**config.mk**
```make
export PLATFORM = sky130hd
export DESIGN_NAME = key_debounce_pulse_flat
export DESIGN_NICKNAME = d
export VERILOG_FILES = /design/src/rtl/key_debounce_pulse_if.sv /design/src/rtl/key_debounce_pulse.sv /design/src/flat_wrapper.sv
export SDC_FILE = /design/constraint.sdc
export NUM_CORES = 1
export LEC_CHECK = 0
export ABC_AREA = 1
export CORE_ASPECT_RATIO = 0.75
export CORE_UTILIZATION = 25
export CTS_BUF_LIST = sky130_fd_sc_hd__clkbuf_4
export CTS_CLUSTER_DIAMETER = 120
export CTS_CLUSTER_SIZE = 8
export DETAILED_ROUTE_END_ITERATION = 7
export GPL_TIMING_DRIVEN = 0
export HOLD_SLACK_MARGIN = 0.12
export PLACE_DENSITY = 0.48
export SLEW_MARGIN = 0
export SYNTH_ARGS = -nofsm -noshare
export SYNTH_HDL_FRONTEND = slang
export SYNTH_SLANG_ARGS = --single-unit
```
**constraint.sdc**
```tcl
create_clock -name Clock -period 3.15 [get_ports Clock]
set_clock_uncertainty 0.15 [all_clocks]
set_input_delay 0.4725 -clock Clock [delete_from_list [all_inputs] [get_ports Clock]]
set_output_delay 0.4725 -clock Clock [all_outputs]
set_load 0.01 [all_outputs]
```
**src/rtl/key_debounce_pulse_if.sv**
```systemverilog
// key_debounce_pulse_if
//  Groups the push-button conditioner's signals into one bundle.
//  Signals:
//    KeyN   raw button, active-low, asynchronous and bouncing
//    Pulse  one-cycle enable pulse per accepted press (or auto-repeat)
//    Level  debounced button state, 1 = pressed
//  Modports:
//    master  the side that owns the button and consumes Pulse/Level
//    slave   the conditioner itself
interface key_debounce_pulse_if;
  logic KeyN;
  logic Pulse;
  logic Level;

  modport master (output KeyN, input Pulse, input Level);
  modport slave  (input KeyN, output Pulse, output Level);
endinterface

```
**src/rtl/key_debounce_pulse.sv**
```systemverilog
// key_debounce_pulse
//  Turns a raw, active-low, bouncing push-button into a clean one-cycle
//  enable pulse plus a debounced level. One accepted press gives exactly
//  one Pulse, so it can drive a downstream counter enable directly.
//  Ports:
//    Clock  system clock, rising edge
//    Reset  asynchronous, active-high reset
//    key    key_debounce_pulse_if.slave: KeyN in, Pulse/Level out
//  Parameters:
//    DEBOUNCE_CYCLES  consecutive stable cycles needed to accept a change
//    REPEAT_DELAY     held cycles before the first auto-repeat pulse
//    REPEAT_PERIOD    cycles between later auto-repeat pulses
//  Build option:
//    AUTO_REPEAT_EN   when defined, a held key emits repeat pulses; when
//                     undefined, no repeat logic exists at all.
module key_debounce_pulse #(
  parameter int DEBOUNCE_CYCLES = 500000,
  parameter int REPEAT_DELAY    = 25000000,
  parameter int REPEAT_PERIOD   = 5000000
) (
  input logic                 Clock,
  input logic                 Reset,
  key_debounce_pulse_if.slave key
);

  // One counter width serves every count so the repeat option never
  // changes the debounce datapath.
  localparam int MAX_AB = (DEBOUNCE_CYCLES > REPEAT_DELAY) ? DEBOUNCE_CYCLES : REPEAT_DELAY;
  localparam int MAX_V  = (MAX_AB > REPEAT_PERIOD) ? MAX_AB : REPEAT_PERIOD;
  localparam int CNT_W  = ($clog2(MAX_V) < 1) ? 1 : $clog2(MAX_V);

  localparam logic [CNT_W-1:0] DEB_LAST = CNT_W'(DEBOUNCE_CYCLES - 1);

  typedef enum logic [1:0] {
    IDLE,
    PRESS_WAIT,
    PRESSED,
    RELEASE_WAIT
  } state_t;

  state_t           state_reg, state_next;
  logic [CNT_W-1:0] cnt_reg, cnt_next;
  logic             pulse_reg, pulse_next;
  logic             level_reg, level_next;
  logic             sync1_reg, sync2_reg;
  logic             key_s;

`ifdef AUTO_REPEAT_EN
  localparam logic [CNT_W-1:0] REP_FIRST_LAST  = CNT_W'(REPEAT_DELAY - 1);
  localparam logic [CNT_W-1:0] REP_PERIOD_LAST = CNT_W'(REPEAT_PERIOD - 1);

  logic [CNT_W-1:0] rep_cnt_reg, rep_cnt_next;
  logic             rep_first_reg, rep_first_next;  // 1 = still waiting for the initial delay
`endif

  // Two-flop synchronizer; resets to "released" so a key held through
  // reset is debounced again from scratch.
  always_ff @(posedge Clock or posedge Reset) begin
    if (Reset) begin
      sync1_reg <= 1'b1;
      sync2_reg <= 1'b1;
    end else begin
      sync1_reg <= key.KeyN;
      sync2_reg <= sync1_reg;
    end
  end

  assign key_s = ~sync2_reg;

  always_ff @(posedge Clock or posedge Reset) begin
    if (Reset) begin
      state_reg <= IDLE;
      cnt_reg   <= '0;
      pulse_reg <= 1'b0;
      level_reg <= 1'b0;
    end else begin
      state_reg <= state_next;
      cnt_reg   <= cnt_next;
      pulse_reg <= pulse_next;
      level_reg <= level_next;
    end
  end

`ifdef AUTO_REPEAT_EN
  always_ff @(posedge Clock or posedge Reset) begin
    if (Reset) begin
      rep_cnt_reg   <= '0;
      rep_first_reg <= 1'b1;
    end else begin
      rep_cnt_reg   <= rep_cnt_next;
      rep_first_reg <= rep_first_next;
    end
  end
`endif

  always_comb begin
    state_next = state_reg;
    cnt_next   = cnt_reg;
    pulse_next = 1'b0;
    level_next = level_reg;
`ifdef AUTO_REPEAT_EN
    // Held cleared outside PRESSED, so entering PRESSED (first press or
    // return from a release bounce) always restarts the initial delay.
    rep_cnt_next   = '0;
    rep_first_next = 1'b1;
`endif
    case (state_reg)
      IDLE: begin
        level_next = 1'b0;
        if (key_s) begin
          state_next = PRESS_WAIT;
          cnt_next   = '0;
        end
      end
      PRESS_WAIT: begin
        if (!key_s) begin
          state_next = IDLE;
          cnt_next   = '0;
        end else if (cnt_reg == DEB_LAST) begin
          state_next = PRESSED;
          pulse_next = 1'b1;
          level_next = 1'b1;
          cnt_next   = '0;
        end else begin
          cnt_next = cnt_reg + 1'b1;
        end
      end
      PRESSED: begin
        if (!key_s) begin
          // Leaving PRESSED suppresses any repeat due this cycle.
          state_next = RELEASE_WAIT;
          cnt_next   = '0;
        end else begin
`ifdef AUTO_REPEAT_EN
          rep_first_next = rep_first_reg;
          if (rep_cnt_reg == (rep_first_reg ? REP_FIRST_LAST : REP_PERIOD_LAST)) begin
            pulse_next     = 1'b1;
            rep_cnt_next   = '0;
            rep_first_next = 1'b0;
          end else begin
            rep_cnt_next = rep_cnt_reg + 1'b1;
          end
`endif
        end
      end
      RELEASE_WAIT: begin
        if (key_s) begin
          state_next = PRESSED;
          cnt_next   = '0;
        end else if (cnt_reg == DEB_LAST) begin
          state_next = IDLE;
          level_next = 1'b0;
          cnt_next   = '0;
        end else begin
          cnt_next = cnt_reg + 1'b1;
        end
      end
      default: begin
        state_next = IDLE;
        cnt_next   = '0;
      end
    endcase
  end

  assign key.Pulse = pulse_reg;
  assign key.Level = level_reg;

endmodule

```
**src/flat_wrapper.sv**
```systemverilog
// flat-port wrapper written by rule: the top's interface ports become plain ports
module key_debounce_pulse_flat 
#(
  parameter int DEBOUNCE_CYCLES = 500000,
  parameter int REPEAT_DELAY    = 25000000,
  parameter int REPEAT_PERIOD   = 5000000
)
  (Clock, Reset, key_KeyN, key_Pulse, key_Level);
  key_debounce_pulse_if key_i ();
  input logic Clock;
  input logic Reset;
  input wire logic [$bits(key_i.KeyN)-1:0] key_KeyN;
  output wire logic [$bits(key_i.Pulse)-1:0] key_Pulse;
  output wire logic [$bits(key_i.Level)-1:0] key_Level;
  assign key_i.KeyN = key_KeyN;
  assign key_Pulse = key_i.Pulse;
  assign key_Level = key_i.Level;
  key_debounce_pulse #(.DEBOUNCE_CYCLES(DEBOUNCE_CYCLES), .REPEAT_DELAY(REPEAT_DELAY), .REPEAT_PERIOD(REPEAT_PERIOD)) u_core (.Clock(Clock), .Reset(Reset), .key(key_i));
endmodule
```
==> impl_summary.log, run 1 <==
INFO  metric drt_drc_violations_left = 0
INFO  metric critical_path.max_fanout = 6
INFO  metric via_density = 4.395
INFO  metric drt_first_pass_iters = 4
INFO  metric timing.critical_path.cells = ha_1, nand2_2, nor2_2, nand3_2, nor2_2, nand4_1, nand3_2, nand2_2
INFO  metric synthesis.instances = 296
INFO  metric avgSynthCellArea = 6.983 sq um
INFO  metric cp.arrival = 2.05 ns
INFO  metric antenna_cells = 0
INFO  metric floorplan.die_area = 8639 sq um
INFO  metric detailed_place_hpwl = 3905 microns
INFO  metric max_cap_viol_count = 0
INFO  metric clk_pin_slew = 0.10 ns
INFO  metric postCtsHoldBufs = 0
INFO  metric critPathRequiredTime = 3.25 ns
INFO  metric fp-row-count = 28
INFO  metric cts_tree = yes
INFO  metric gr-usage-all-layers = 14.00%
INFO  metric finalWirelength = 5125 microns
INFO  metric syn_std_cell_area = 2067 sq um
INFO  metric worst_slew_margin_rel = 55.50%
INFO  metric worst_setup_path_end_kind = register
INFO  metric first_global_vias = 1774
INFO  metric antenna_violating_nets_post_route = 0
INFO  metric synth-seq-cells = 31
INFO  metric die_h = 80.75 microns
INFO  metric final_setup_violating_endpoints = 0
INFO  metric grt_start_max_net_pins = 32
INFO  metric detailroute.via_count = 1815
INFO  metric globalplace.congestion = 0.8392
INFO  metric synth-async-reset-ratio = 100.0%
INFO  metric crit_path_max_incr_delay = 0.38 ns
INFO  metric final.period_utilization = 61.92%
INFO  metric setup_ws = 1.200 ns
INFO  metric fillers = 877
INFO  metric synth.distinct_cells = 25
INFO  metric post_cts_resize_count = 0
INFO  metric clock-sinks = 31
INFO  metric clock_tree.root_cell = sky130_fd_sc_hd__clkbuf_4
INFO  metric grt_first_pass_wirelength = 9080 microns
INFO  metric antenna_violations_before_repair = 0
INFO  metric finish.utilization = 28.81%
INFO  metric maxClockFrequency = 512.7 MHz
INFO  metric power_density_relative_to_cell_area = 297.3 nW/um^2
INFO  metric post_route_cells_drive_above_1_share = 15.26%
INFO  metric period_needed = 1.950 ns
INFO  metric worst_ir_drop_vdd = 0.1625 mV
INFO  metric cts-htree-levels = 2
INFO  metric report.final.hold_viol_count = 0
INFO  metric number_of_enable_type_register_cells_in_the_synthesized_netlist = 0
INFO  metric outcome = complete, no violations
INFO  metric io-pin-count = 5
INFO  metric layout-area-overhead-vs-synth = 10.84%
INFO  metric dominantRegCellSynth = sky130_fd_sc_hd__dfrtp_1
INFO  metric insertion_delay = 0.35 ns
INFO  metric numPortBuffers = 4
INFO  metric rsz0062_at_grt = false
INFO  metric grt.overflow.total = 0
INFO  metric dr.first_iter.drc_count = 89
INFO  metric clock_tree.buffer_depth = 2
INFO  metric nets = 311
INFO  metric critical_path_startpoint_category = register
INFO  metric critical_path_buf_inv_count = 0
INFO  metric cp_top_family = simple AND/OR/NAND/NOR gates
INFO  metric worst-slew-pin-transition = 0.6665 ns
INFO  metric path_class = reg -> reg
INFO  metric design.core.area = 7953 sq um
INFO  metric start_util = 25.99%
INFO  metric drt-wirelength-per-cell = 12.41 microns
INFO  metric fp.dieW = 107.0 microns
INFO  metric numCtsBuffers = 5
INFO  metric ys_warn_count = 0
INFO  metric largest_register_ffs = 25
INFO  metric synth_seq_area_share = 37.65%
INFO  metric post-cts-setup-buffers = 0
INFO  metric post_synthesis_net_count = 300
INFO  metric pre_cts_ws = 1.006 ns
INFO  metric final_max_slew_viol_count = 0
INFO  metric worst_hold_path_type = reg -> reg
INFO  metric worst_path_max_delay_cell = sky130_fd_sc_hd__dfrtp_1
INFO  metric cellLeakagePower = 0.001000 uW
INFO  metric totalNegativeSetupSlack = 0 ns
-- cell usage in the layout (no fill, tap or decap), drive strengths merged, types with 2 or more instances in the layout --
cell type	synthesis	routed
o21ai	18	18
nand2	110	110
o21bai	2	2
clkdlybuf4s50	0	4
nand4	5	5
xor2	9	9
inv	38	38
nor2	48	48
buf	3	3
dfrtp	29	29
clkinv	0	2
dfstp	2	2
clkbuf	1	7
nand3	25	25
-- power breakdown --
group	leakage, uW	total [uW]	internal [uW]	switching (uW)
sequential	0.000423	406	403	3.06
clock	0.0000307	237	91.1	145
combinational	0.000547	38.4	9.88	28.5
total	0.00100	681	504	177
-- through the flow --
step | area, sq um | power, uW | std cells | hold slack (ns)
floorplan | 2067 | 439.5 | 296 | 0.1952
global placement | 2238 | 453.4 | 405 | 0.2013
detailed placement | 2238 | 453.4 | 405 | 0.2020
CTS | 2291 | 698.8 | 413 | 0.2284
global route | 2291 | 723.8 | 413 | 0.2213
finish | 2291 | 681.0 | 413 | 0.2243
-- per-layer routing --
| layer | part of all wire, % | global-route usage, % | vias to the layer above | wire length, microns |
|---|---|---|---|---|
| met3 | 5.1 | 3.612 | 5 | 259 |
| met1 | 56 | 20.77 | 838 | 2856 |
| met5 | 0 | 0 | - | 0 |
| li1 | - | - | 942 | - |
| met2 | 38 | 19.48 | 30 | 1957 |
| met4 | 1.0 | 4.521 | 0 | 51 |
-- path summary, 6_finish.rpt --
path | from | endpoint | slack, ns | cells after the start
min in group asynchronous | Reset | u_core.cnt_reg[17]$_DFFE_PP0P_ | 0.39 | 2
max in group asynchronous | Reset | u_core.cnt_reg[2]$_DFFE_PP0P_ | 2.03 | 2
max | u_core.cnt_reg[1]$_DFFE_PP0P_ | u_core.cnt_reg[22]$_DFFE_PP0P_ | 1.20 | 8
min reg2reg | u_core.sync1_reg$_DFF_PP1_ | u_core.sync2_reg$_DFF_PP1_ | 0.22 | 0
min | u_core.sync1_reg$_DFF_PP1_ | u_core.sync2_reg$_DFF_PP1_ | 0.22 | 0
max reg2reg | u_core.cnt_reg[1]$_DFFE_PP0P_ | u_core.cnt_reg[22]$_DFFE_PP0P_ | 1.20 | 8
-- kinds of logic (layout without fill, tap and decap cells) --
logic type      after synthesis  after routing  synth area share [%]
compound gates               22             22                 5.629
flops                        31             31                 37.65
xor+xnor                     10             10                 4.238
fa+ha+maj                     1              1                0.6052
simple gates                190            190                 43.58
buf+inv                      42             54                 8.293
-- Yosys cell counts (2+ instances only) --
master / count / area [sq um]
sky130_fd_sc_hd__xor2_1: 9 / 78.83
sky130_fd_sc_hd__o21bai_1: 2 / 15.01
sky130_fd_sc_hd__inv_1: 36 / 135.1
sky130_fd_sc_hd__o21ai_1: 5 / 25.02
sky130_fd_sc_hd__buf_2: 2 / 10.01
sky130_fd_sc_hd__dfstp_2: 2 / 52.55
sky130_fd_sc_hd__nor2_1: 39 / 146.4
sky130_fd_sc_hd__dfrtp_1: 29 / 725.7
sky130_fd_sc_hd__nand2_1: 100 / 375.4
sky130_fd_sc_hd__nor2_4: 5 / 56.30
sky130_fd_sc_hd__nor2_2: 4 / 25.02
sky130_fd_sc_hd__o21ai_0: 13 / 65.06
sky130_fd_sc_hd__inv_2: 2 / 7.510
sky130_fd_sc_hd__nand4_1: 5 / 31.28
sky130_fd_sc_hd__nand2_2: 10 / 62.56
sky130_fd_sc_hd__nand3_1: 12 / 60.06
sky130_fd_sc_hd__nand3_2: 13 / 130.1
-- layout make-up --
cell class | instances | area [sq um] | share of cell area, %
clock buffers | 6 | 45.04 | 1.966
repair buffers | 4 | 40.04 | 1.748
clock inverters | 2 | 7.507 | 0.3277
plain buffers | 4 | 28.78 | 1.256
inverters | 38 | 142.6 | 6.226
multi-input cells | 223 | 1117 | 48.77
flip-flops and latches | 31 | 778.2 | 33.97
well taps | 105 | 131.4 | 5.735
Note: power is estimated with default switching activity, not from simulation.
==> inputs of run 2 (changes only) <==
--- a/config.mk
+++ b/config.mk
@@ -14,7 +14,7 @@
 export DETAILED_ROUTE_END_ITERATION = 7
 export GPL_TIMING_DRIVEN = 0
 export HOLD_SLACK_MARGIN = 0.12
-export PLACE_DENSITY = 0.48
+export PLACE_DENSITY = 0.49
 export SLEW_MARGIN = 0
 export SYNTH_ARGS = -nofsm -noshare
 export SYNTH_HDL_FRONTEND = slang
==> constraint.sdc (replaced) <==
create_clock -name Clock -period 1.6 [get_ports Clock]
set_clock_uncertainty 0.15 [all_clocks]
set_input_delay 0.24 -clock Clock [delete_from_list [all_inputs] [get_ports Clock]]
set_output_delay 0.24 -clock Clock [all_outputs]
set_load 0.01 [all_outputs]
==> run 2 against run 1 <==
Net effect: the run now ends with setup timing left; power increased by 110%; global-route usage is 0.71 points higher; clock power up 100%; critical endpoint is now u_core.cnt_reg[13]$_DFFE_PP0P_; clock-buffer cell count did not move; worst hold slack got worse by 0.088 ns; largest cell class unchanged; core utilization is 5.2 points higher; final cell count grew 5.1%; maximum frequency up 12%; design area is 18% higher; sequential power rose by 97%; highest routed layer unchanged; non-clock buffer count increased by 21.
==> impl_summary.log, run 2 (synthesis results as in run 1) <==
INFO  metric outcome = finished, violations left
INFO  metric violations_in_the_final_reports = setup timing
INFO  metric placed_cells = 405
INFO  metric maxClockFrequency = 574.6 MHz
INFO  metric highest_count_cells_in_the_layout_ignoring_fill_and_taps = sky130_fd_sc_hd__nand2_1, sky130_fd_sc_hd__inv_1, sky130_fd_sc_hd__nor2_1, sky130_fd_sc_hd__nand2_2, sky130_fd_sc_hd__dfrtp_1
INFO  metric fp.dieW = 107.0 microns
INFO  metric cp.arrival = 1.89 ns
INFO  metric critical_path.max_fanout = 5
INFO  metric antenna_cells = 0
INFO  metric grt_first_pass_wirelength = 9446 microns
INFO  metric final_max_slew_viol_count = 0
INFO  metric cts_tree = yes
INFO  metric pre_cts_ws = -0.3387 ns
INFO  metric drt_drc_violations_left = 0
INFO  metric design.core.area = 7953 sq um
INFO  metric worst_slew_margin_rel = 52.27%
INFO  metric rsz0062_at_grt = true
INFO  metric clock-sinks = 31
INFO  metric grt.overflow.total = 0
INFO  metric power_density_relative_to_cell_area = 530.0 nW/um^2
INFO  metric floorplan.die_area = 8639 sq um
INFO  metric via_density = 4.339
INFO  metric dr.first_iter.drc_count = 159
INFO  metric largest_register_ffs = 25
INFO  metric global_route.usage.met2 = 21.23%
INFO  metric cts-htree-levels = 2
INFO  metric first_global_vias = 1847
INFO  metric finish.utilization = 34.00%
INFO  metric final.period_utilization = 108.8%
INFO  metric cellLeakagePower = 0.001185 uW
INFO  metric finalHoldWorstSlack = 0.1359 ns
INFO  metric gr-usage-all-layers = 14.71%
INFO  metric report.final.hold_viol_count = 0
INFO  metric fillers = 833
INFO  metric globalplace.congestion = 0.8002
INFO  metric detailroute.via_count = 1883
INFO  metric fin_cells = 434
INFO  metric origin_of_the_worst_min_delay_path = key_KeyN
INFO  metric fp-row-count = 28
INFO  metric clock_tree.buffer_depth = 2
INFO  metric worst_setup_path_end_kind = register
INFO  metric antenna_violations_before_repair = 0
INFO  metric drt-wirelength-per-cell = 12.67 microns
INFO  metric io-pin-count = 5
INFO  metric numPortBuffers = 4
INFO  metric antenna_violating_nets_post_route = 0
INFO  metric worst_ir_drop_vdd = 0.2750 mV
INFO  metric layout-area-overhead-vs-synth = 30.81%
INFO  metric clock_tree.root_cell = sky130_fd_sc_hd__clkbuf_4
INFO  metric finalWirelength = 5499 microns
INFO  metric worst_hold_path_type = in -> reg
INFO  metric critical_path.reg2reg.startpoint = u_core.sync2_reg$_DFF_PP1_
INFO  metric nets = 332
INFO  metric path_class = reg -> reg
INFO  metric post_route_cells_drive_above_1_share = 34.35%
INFO  metric timing.critical_path.from = u_core.sync2_reg$_DFF_PP1_
INFO  metric insertion_delay = 0.35 ns
INFO  metric layout.cells.most_common = sky130_fd_sc_hd__nand2_1
INFO  metric period_needed = 1.740 ns
INFO  metric grt_start_max_net_pins = 32
INFO  metric max_cap_viol_count = 0
INFO  metric most_utilized_layer_in_the_global_route_result = met1
INFO  metric detailed_place_hpwl = 3806 microns
INFO  metric critPathRequiredTime = 1.75 ns
INFO  metric clk_pin_slew = 0.11 ns
INFO  metric die_h = 80.75 microns
INFO  metric critical_path_startpoint_category = register
INFO  metric grtUsageMet1 = 21.95%
INFO  metric power = 1433 uW
INFO  metric globalRouteMet3Util = 3.692%
INFO  metric numCtsBuffers = 5
INFO  metric final_setup_violating_endpoints = 25
INFO  metric setup_ws = -0.1404 ns
INFO  metric start_util = 25.99%
INFO  metric worst-slew-pin-transition = 0.7144 ns
INFO  metric drt_first_pass_iters = 4
## run 2: critical path, stage by stage (launching register included)
cell and delay (ns):
sky130_fd_sc_hd__dfstp_2 0.58, sky130_fd_sc_hd__nand2_2 0.06, sky130_fd_sc_hd__inv_1 0.07, sky130_fd_sc_hd__nor2_2 0.05, sky130_fd_sc_hd__inv_2 0.08, sky130_fd_sc_hd__nand2_2 0.06
sky130_fd_sc_hd__nor2_4 0.23, sky130_fd_sc_hd__buf_12 0.16, sky130_fd_sc_hd__buf_16 0.13, sky130_fd_sc_hd__nand3_2 0.05, sky130_fd_sc_hd__nand2_1 0.06
## run 2: through the flow
step                      area [sq um]  TNS [ns]
final                             2704    -2.345
after global routing              2704    -4.947
after floorplan                   2079         0
after CTS                         2521    -2.360
after global placement            2251    -13.93
after detailed placement          2251    -14.26
## run 2: timing repair
action                                  in CTS  in global routing
endpoints found under the setup margin      29                 29
resized for setup                           25                 44
cloned                                       1                  0
pin swaps                                   15                  8
buffers inserted                            13                  7
hold buffers                                 0                  0
## run 2: layer usage
metal	part of all wire (%)	vias up
met5	0	-
met1	53	865
met3	7.1	6
li1	-	977
met4	1.0	0
met2	38	35
## run 2: path summary, 6_finish.rpt
check	slack, ns	endpoint	cells after the start
worst max-delay path	-0.14	u_core.cnt_reg[13]$_DFFE_PP0P_	10
worst min-delay path	0.14	u_core.sync1_reg$_DFF_PP1_	1
worst max register to register	-0.14	u_core.cnt_reg[13]$_DFFE_PP0P_	10
worst min register to register	0.22	u_core.sync2_reg$_DFF_PP1_	0
max in group asynchronous	0.67	u_core.cnt_reg[18]$_DFFE_PP0P_	2
min in group asynchronous	0.19	u_core.cnt_reg[17]$_DFFE_PP0P_	2
## run 2: area by class of cell
type,instances,area [sq um],area share (%)
Buffer,4,35.03,1.296
Clock buffer,6,45.04,1.666
Clock inverter,2,8.758,0.3239
Inverter,38,157.7,5.831
Multi-Input combinational cell,223,1262,46.69
Sequential cell,31,790.8,29.25
Tap cell,105,131.4,4.859
Timing Repair Buffer,25,272.8,10.09
## run 2: power by group
part | leakage, uW | switching (uW) | internal (uW) | total, uW
sequential | 0.000406 | 7.40 | 793 | 801
combinational | 0.000747 | 84.0 | 65.2 | 149
clock | 0.0000331 | 301 | 182 | 483
total | 0.00119 | 393 | 1040 | 1430
==> inputs of run 3 (changes only) <==
--- a/config.mk
+++ b/config.mk
@@ -12,9 +12,11 @@
 export CTS_CLUSTER_DIAMETER = 120
 export CTS_CLUSTER_SIZE = 8
 export DETAILED_ROUTE_END_ITERATION = 7
+export GPL_ROUTABILITY_DRIVEN = 0
 export GPL_TIMING_DRIVEN = 0
 export HOLD_SLACK_MARGIN = 0.12
 export PLACE_DENSITY = 0.49
+export RECOVER_POWER = 50
 export SLEW_MARGIN = 0
 export SYNTH_ARGS = -nofsm -noshare
 export SYNTH_HDL_FRONTEND = slang
==> run 3 against run 2 <==
Net effect: the run still ends with setup timing left; via count is the same; maximum frequency is the same; global-route usage is the same.
==> impl_summary.log, run 3 (synthesis results as in run 1) <==
INFO  metric switching_share = 27.42%
INFO  metric multi_input_area = 1262 sq um
INFO  metric worst_setup_path_end_kind = register
INFO  metric clock_tree.buffer_depth = 2
INFO  metric clock_tree.root_cell = sky130_fd_sc_hd__clkbuf_4
INFO  metric cellLeakagePower = 0.001186 uW
INFO  metric setup_ws = -0.1404 ns
INFO  metric numCtsBuffers = 5
INFO  metric numPortBuffers = 4
INFO  metric cts_tree = yes
INFO  metric regArea = 790.8 sq um
INFO  metric antenna_violations_before_repair = 0
INFO  metric largest_register_ffs = 25
INFO  metric drt-wirelength-per-cell = 12.67 microns
INFO  metric clock-sinks = 31
INFO  metric pre_cts_ws = -0.3387 ns
INFO  metric post_route_cells_drive_above_1_share = 34.35%
INFO  metric detailed_place_hpwl = 3806 microns
INFO  metric origin_of_the_worst_min_delay_path = u_core.sync1_reg$_DFF_PP1_
INFO  metric max_cap_viol_count = 0
INFO  metric power = 1432 uW
INFO  metric globalRouteMet3Util = 3.692%
INFO  metric critical_path.reg2reg.startpoint = u_core.sync2_reg$_DFF_PP1_
INFO  metric worst_slew_margin_rel = 52.27%
INFO  metric fillers = 833
INFO  metric report.final.hold_viol_count = 0
INFO  metric worst_ir_drop_vdd = 0.2750 mV
INFO  metric via_density = 4.339
INFO  metric path_class = reg -> reg
INFO  metric power.share.combinational = 10.4%
INFO  metric cellInternalPower = 1039 uW
INFO  metric outcome = finished, violations left
INFO  metric final_max_slew_viol_count = 0
INFO  metric totalNegativeSetupSlack = -2.345 ns
INFO  metric grt_first_pass_wirelength = 9446 microns
INFO  metric start_util = 25.99%
INFO  metric design.core.area = 7953 sq um
INFO  metric nets = 332
INFO  metric first_global_vias = 1847
INFO  metric timing.critical_path.from = u_core.sync2_reg$_DFF_PP1_
INFO  metric finalWirelength = 5498 microns
INFO  metric clk_pin_slew = 0.11 ns
INFO  metric pwr-share-seq = 55.9%
INFO  metric grt_start_max_net_pins = 32
INFO  metric fp-row-count = 28
INFO  metric critPathRequiredTime = 1.75 ns
INFO  metric worst-slew-pin-transition = 0.7144 ns
INFO  metric grt.overflow.total = 0
INFO  metric detailroute.via_count = 1883
INFO  metric insertion_delay = 0.35 ns
INFO  metric die_h = 80.75 microns
INFO  metric maxClockFrequency = 574.6 MHz
INFO  metric violations_in_the_final_reports = setup timing
INFO  metric io-pin-count = 5
INFO  metric highest_count_cells_in_the_layout_ignoring_fill_and_taps = sky130_fd_sc_hd__nand2_1, sky130_fd_sc_hd__inv_1, sky130_fd_sc_hd__nor2_1, sky130_fd_sc_hd__nand2_2, sky130_fd_sc_hd__dfrtp_1
INFO  metric finish.utilization = 34.00%
INFO  metric cp.arrival = 1.89 ns
INFO  metric fp.dieW = 107.0 microns
INFO  metric gr-usage-all-layers = 14.71%
INFO  metric critical_path_startpoint_category = register
INFO  metric power_density_relative_to_cell_area = 529.6 nW/um^2
INFO  metric p_switching = 392.6 uW
INFO  metric drt_drc_violations_left = 0
INFO  metric final.period_utilization = 108.8%
INFO  metric most_utilized_layer_in_the_global_route_result = met1
INFO  metric period_needed = 1.740 ns
INFO  metric layout.cells.most_common = sky130_fd_sc_hd__nand2_1
INFO  metric critical_path.max_fanout = 5
INFO  metric drt_first_pass_iters = 4
INFO  metric cts-htree-levels = 2
INFO  metric layout-area-overhead-vs-synth = 30.81%
INFO  metric antenna_violating_nets_post_route = 0
INFO  metric final_setup_violating_endpoints = 25
INFO  metric dr.first_iter.drc_count = 159
INFO  metric grtUsageMet1 = 21.95%
INFO  metric antenna_cells = 0
INFO  metric floorplan.die_area = 8639 sq um
INFO  metric power.share.clock = 33.7%
INFO  metric worst_hold_path_type = reg -> reg
INFO  metric rsz0062_at_grt = true
INFO  metric global_route.usage.met2 = 21.23%
==> run 3: per-layer routing <==
| layer | wire (microns) | part of all wire [%] | up-vias |
|---|---|---|---|
| met2 | 2114 | 38 | 35 |
| met4 | 55 | 1.0 | 0 |
| met3 | 391 | 7.1 | 6 |
| li1 | - | - | 977 |
| met5 | 0 | 0 | - |
| met1 | 2936 | 53 | 865 |
==> run 3: critical path: stages (launching register included) <==
cell and delay [ns]:
sky130_fd_sc_hd__dfstp_2 0.58, sky130_fd_sc_hd__nand2_2 0.06, sky130_fd_sc_hd__inv_1 0.07, sky130_fd_sc_hd__nor2_2 0.05
sky130_fd_sc_hd__inv_2 0.08, sky130_fd_sc_hd__nand2_2 0.06, sky130_fd_sc_hd__nor2_4 0.23, sky130_fd_sc_hd__buf_12 0.16
sky130_fd_sc_hd__buf_16 0.13, sky130_fd_sc_hd__nand3_2 0.05, sky130_fd_sc_hd__nand2_1 0.06
==> run 3: power by group through the flow <==
| stage | clock, uW | sequential, uW | combinational [uW] |
|---|---|---|---|
| global route | 538 | 802 | 164 |
| CTS | 507 | 801 | 131 |
| detailed placement | 0 | 816 | 81.2 |
| finish | 483 | 801 | 148 |
| global placement | 0 | 816 | 80.6 |
| floorplan | 0 | 815 | 54.0 |
==> run 3: what timing repair did <==
item                       CTS  global route
gates resized for setup     25            44
hold buffers                 0             0
cloned                       1             0
pin swaps                   15             8
setup endpoints to repair   29            29
setup buffers               13             7
==> run 3: worst paths after layout <==
| check | depth (start not counted) | slack, ns | end |
|---|---|---|---|
| max | 10 | -0.14 | u_core.cnt_reg[13]$_DFFE_PP0P_ |
| min | 0 | 0.22 | u_core.sync2_reg$_DFF_PP1_ |
| max reg2reg | 10 | -0.14 | u_core.cnt_reg[13]$_DFFE_PP0P_ |
| min reg2reg | 0 | 0.22 | u_core.sync2_reg$_DFF_PP1_ |
| max in group asynchronous | 2 | 0.55 | u_core.cnt_reg[18]$_DFFE_PP0P_ |
| min in group asynchronous | 2 | 0.31 | u_core.cnt_reg[17]$_DFFE_PP0P_ |
==> run 3: layout make-up <==
cell class | instances | share of cell area (%)
Timing Repair Buffer | 25 | 10.09
Buffer | 4 | 1.296
Sequential cell | 31 | 29.25
Clock inverter | 2 | 0.3239
Inverter | 38 | 5.831
Tap cell | 105 | 4.859
Clock buffer | 6 | 1.666
Multi-Input combinational cell | 223 | 46.69
==> run 3: metrics by stage <==
stage,hold WS (ns),area [sq um],instances
6_report,0.2181,2704,434
5_1_grt,0.2249,2704,434
4_1_cts,0.1326,2521,427
3_5_place_dp,0.2012,2251,405
3_3_place_gp,0.2014,2251,405
2_1_floorplan,0.09448,2079,296
